$ cat config.mk
export PLATFORM = sky130hd
export DESIGN_NAME = cond_unit
export DESIGN_NICKNAME = d
export VERILOG_FILES = /design/src/rtl/cond_unit.sv
export SDC_FILE = /design/constraint.sdc
export NUM_CORES = 1
export LEC_CHECK = 0
export BUFFER_PORTS_ARGS = -buffer_cell sky130_fd_sc_hd__buf_2
export CELL_PAD_IN_SITES_DETAIL_PLACEMENT = 0
export CELL_PAD_IN_SITES_GLOBAL_PLACEMENT = 1
export CORE_UTILIZATION = 28
export CTS_CLUSTER_DIAMETER = 150
export DETAILED_ROUTE_END_ITERATION = 10
export PLACE_DENSITY = 0.75
export SLEW_MARGIN = 10
export SYNTH_ARGS = -nofsm -noshare
export SYNTH_HDL_FRONTEND = slang
export SYNTH_SLANG_ARGS = --single-unit
$ cat constraint.sdc
create_clock -name clk -period 1.7 [get_ports clk]
set_input_delay 0.17 -clock clk [delete_from_list [all_inputs] [get_ports clk]]
set_output_delay 0.17 -clock clk [all_outputs]
set_load 0.03 [all_outputs]
$ cat src/rtl/cond_unit.sv
// Condition/flag stage behind the ALU: NZCV flag register, ALUOut latch, held CondEx and write gating.
// Optional COND_SKIP_CNT_EN adds a saturating count of instructions whose condition failed.
module cond_unit #(
  parameter int WIDTH = 32,
  parameter int CNT_W = 16
) (
  input  logic             clk,
  input  logic             reset_n,
  input  logic [WIDTH-1:0] alu_result,
  input  logic [3:0]       alu_flags,
  input  logic [3:0]       cond,
  input  logic             cond_latch,
  input  logic [1:0]       flag_w,
  input  logic             pcs,
  input  logic             next_pc,
  input  logic             reg_w,
  input  logic             mem_w,
  output logic [WIDTH-1:0] alu_out,
  output logic [3:0]       flags,
  output logic             cond_ex,
  output logic             pc_write,
  output logic             reg_write,
  output logic             mem_write
`ifdef COND_SKIP_CNT_EN
  ,
  output logic [CNT_W-1:0] skip_cnt
`endif
);

  logic n, z, c, v;
  logic cond_pass;

  assign {n, z, c, v} = flags;

  // Decode always sees the committed flags, never the ones being written this edge.
  always_comb begin
    cond_pass = 1'b0;
    case (cond)
      4'h0: cond_pass = z;
      4'h1: cond_pass = ~z;
      4'h2: cond_pass = c;
      4'h3: cond_pass = ~c;
      4'h4: cond_pass = n;
      4'h5: cond_pass = ~n;
      4'h6: cond_pass = v;
      4'h7: cond_pass = ~v;
      4'h8: cond_pass = c & ~z;
      4'h9: cond_pass = ~c | z;
      4'hA: cond_pass = (n == v);
      4'hB: cond_pass = (n != v);
      4'hC: cond_pass = ~z & (n == v);
      4'hD: cond_pass = z | (n != v);
      4'hE: cond_pass = 1'b1;
      default: cond_pass = 1'b0;
    endcase
  end

  always_ff @(posedge clk) begin
    if (!reset_n) begin
      alu_out <= '0;
      flags   <= 4'b0000;
      cond_ex <= 1'b0;
    end else begin
      alu_out <= alu_result;
      if (cond_latch)
        cond_ex <= cond_pass;
      // Flag writes are qualified by the cond_ex of the instruction now finishing.
      if (cond_ex && flag_w[1])
        flags[3:2] <= alu_flags[3:2];
      if (cond_ex && flag_w[0])
        flags[1:0] <= alu_flags[1:0];
    end
  end

  assign pc_write  = (pcs & cond_ex) | next_pc;
  assign reg_write = reg_w & cond_ex;
  assign mem_write = mem_w & cond_ex;

`ifdef COND_SKIP_CNT_EN
  always_ff @(posedge clk) begin
    if (!reset_n)
      skip_cnt <= '0;
    else if (cond_latch && !cond_pass && (skip_cnt != {CNT_W{1'b1}}))
      skip_cnt <= skip_cnt + 1'b1;
  end
`endif

endmodule

==> results.sh <==
export IMPL_rsz0062_at_grt="false"
export IMPL_clockRootBuffer="clkbuf_8"
export IMPL_antenna_cells=0
export IMPL_syn_to_final_growth_pct=43.8
export IMPL_ys_warnings_count=0
export IMPL_setup_viol=0
export IMPL_drive_gt1_frac=0.456
export IMPL_clock_skew_ns=0.00448
export IMPL_start_kind="flip-flop"
export IMPL_numCtsBuffers=5
export IMPL_gr_usage_all_layers=0.131
export IMPL_synth_flop_cell="dfxtp_1"
export IMPL_period_needed_ns=1.37
export IMPL_synth_common_cells="37 x dfxtp_1, 35 x and2_1, 9 x nand2_1"
export IMPL_holdWs_ns=0.0923
export IMPL_start_util=0.295
export IMPL_cts_clk_slew_worst_paths_ns=0.07
export IMPL_grt_overflow=0
export IMPL_ant_nets=0
export IMPL_totalWireLength_um=3020
export IMPL_drtIter0Drc=37
export IMPL_die_h_um=70.0
export IMPL_vias=1141
export IMPL_layout_nets=264
export IMPL_swShare=0.256
export IMPL_status="completed"
export IMPL_dieArea_mm2=0.00490
export IMPL_cts_sinks=37
export IMPL_clock_power_share=0.327
export IMPL_postCtsHoldBufs=0
export IMPL_wl_per_cell_um=11.3
export IMPL_yosysMostFrequentCell="dfxtp_1"
export IMPL_worst_pin_slew_ns=0.378
export IMPL_synthCells=126
export IMPL_path_max_fanout=12
export IMPL_path_delay_family="flip-flops"
export IMPL_grt_max_degree=28
export IMPL_cts_resized=0
export IMPL_final_util=0.424
export IMPL_cts_tree="built"
export IMPL_io_buffers=88
export IMPL_ys_types=30
export IMPL_antenna_found_initial=0
export IMPL_vdd_drop_max_mv=0.633
export IMPL_vias_per_cell=4.27
export IMPL_syn_area_mm2=0.00129
export IMPL_relSlewSlack=0.747
export IMPL_cellPowerDensity_mw_per_mm2=972
export IMPL_cpMaxStageDelayCell="dfxtp_1"
export IMPL_yosysSeqAreaShare=0.573
export IMPL_clk_path_buf_depth=2
export IMPL_grt_pass1_wl_um=4950
export IMPL_final_hold_viol_count=0
export IMPL_synth_nets=175
export IMPL_cp_cell_sequence="and2_1, buf_2"
export IMPL_seqPwrFrac=0.514
export IMPL_reg2reg_from="flags[3]"
export IMPL_drc=0
export IMPL_share_comb_of_total_power=0.158
export IMPL_stdcell_area_mm2=0.00186
export IMPL_cap_viol_max_count=0
export IMPL_synth_area_leaders="dfxtp_1 57%, and2_1 17%, nand2_1 2.6%"
export IMPL_crit_start="cond_ex"
export IMPL_cp_data_required_time_ns=1.53
export IMPL_synth_edf_count=0
export IMPL_final_setup_tns_ns=0
export IMPL_post_dp_cell_area_mm2=0.00177
export IMPL_crit_arrival_ns=1.20
export IMPL_async_reset_ff_frac=0
export IMPL_num_rows=24
export IMPL_core_area_mm2=0.00438
export IMPL_ys_seq_elements=37
export IMPL_drtPass1Iterations=3
export IMPL_synth_avg_cell_area_um2=10.3
export IMPL_cts_htree_levels=2
export IMPL_finalCritPeriodShare=0.806
export IMPL_cts_setup_buffers=0
export IMPL_grt_pass1_vias=1120
export IMPL_critPathKind="flip-flop to output pin"
export IMPL_die_x_um=70.0
export IMPL_routabilityCongestion=0.782
export IMPL_path_buf_inv=1
export IMPL_synth_top_cell_area_share=0.573
export IMPL_clk_latency_ns=0.28
export IMPL_cp_end_kind="output pin"
export IMPL_slowest_delay_ns=0.55
export IMPL_hold_path_class="primary input to flip-flop"
export IMPL_p_leak_uw=0.000912
export IMPL_hp_start="alu_result[20]"
export IMPL_dp_hpwl_um=2380
export IMPL_slew_violations=0
export IMPL_p_switching_uw=462
export IMPL_fmax_ghz=0.730
export IMPL_ioPinCount=89
export IMPL_internal_power_uw=1350
export IMPL_synth_top_area_cell="dfxtp_1"
-- cell usage in the layout (no fill, tap or decap), drive strengths merged, types with 3 or more instances in the layout --
cell    instances
and2           35
clkbuf          7
buf            89
nor2b           3
a21boi          4
dfxtp          37
nor4            3
nand3           6
nand2           9
-- sequential cells by signal, indices dropped and copies added, names as in the netlist --
| signal | cells |
|---|---|
| alu_out | 32 |
| cond_ex | 1 |
| flags | 4 |
-- cell families after synthesis --
group / share of synthesized area
AND/OR/NAND/NOR: 0.300
flip-flops: 0.573
AO/OA/AOI/OAI: 0.0735
buffers and inverters: 0.0251
XOR/XNOR: 0.0135
multiplexers: 0.0155
-- final cells by class --
type | count | area, µm²
multi-input cells | 82 | 520
well taps | 52 | 65.1
clock buffers | 7 | 86.3
flip-flops and latches | 37 | 741
fillers | 459 | 2520
repair buffers | 89 | 448
-- power groups by stage --
stage / clock (µW) / combinational, µW / sequential [µW]
2_1_floorplan: 0 / 86.8 / 1040
4_1_cts: 621 / 291 / 931
6_report: 592 / 287 / 930
5_1_grt: 653 / 312 / 935
3_3_place_gp: 0 / 289 / 948
3_5_place_dp: 0 / 290 / 950
-- worst reg2reg max path: stages (launching register included) --
cell     delay, ns
dfxtp_1       0.47
xnor2_1       0.16
mux2i_1       0.11
o21a_1        0.17
o21ai_0       0.15
a31oi_1       0.09
-- metal layers --
layer / vias to the layer above / GRT usage / part of all wire
met1: 501 / 0.130 / 0.40
met3: 5 / 0.0722 / 0.11
met4: 0 / 0.0600 / 0.019
li1: 590 / - / -
met5: - / 0 / 0
met2: 45 / 0.223 / 0.47
-- worst paths after layout --
check	to	slack, ns	cells past startpoint
max	reg_write	0.33	2
min	alu_out[20]	0.09	2
max reg2reg	cond_ex	0.43	5
min reg2reg	flags[1]	0.53	2
-- stage by stage --
step	worst slack, ns	power [µW]	cells
2_1_floorplan	0.241	1120	126
3_3_place_gp	0.462	1240	260
3_5_place_dp	0.431	1240	260
4_1_cts	0.316	1840	267
5_1_grt	0.224	1900	267
6_report	0.330	1810	267
Note: power is estimated with default switching activity, not from simulation.
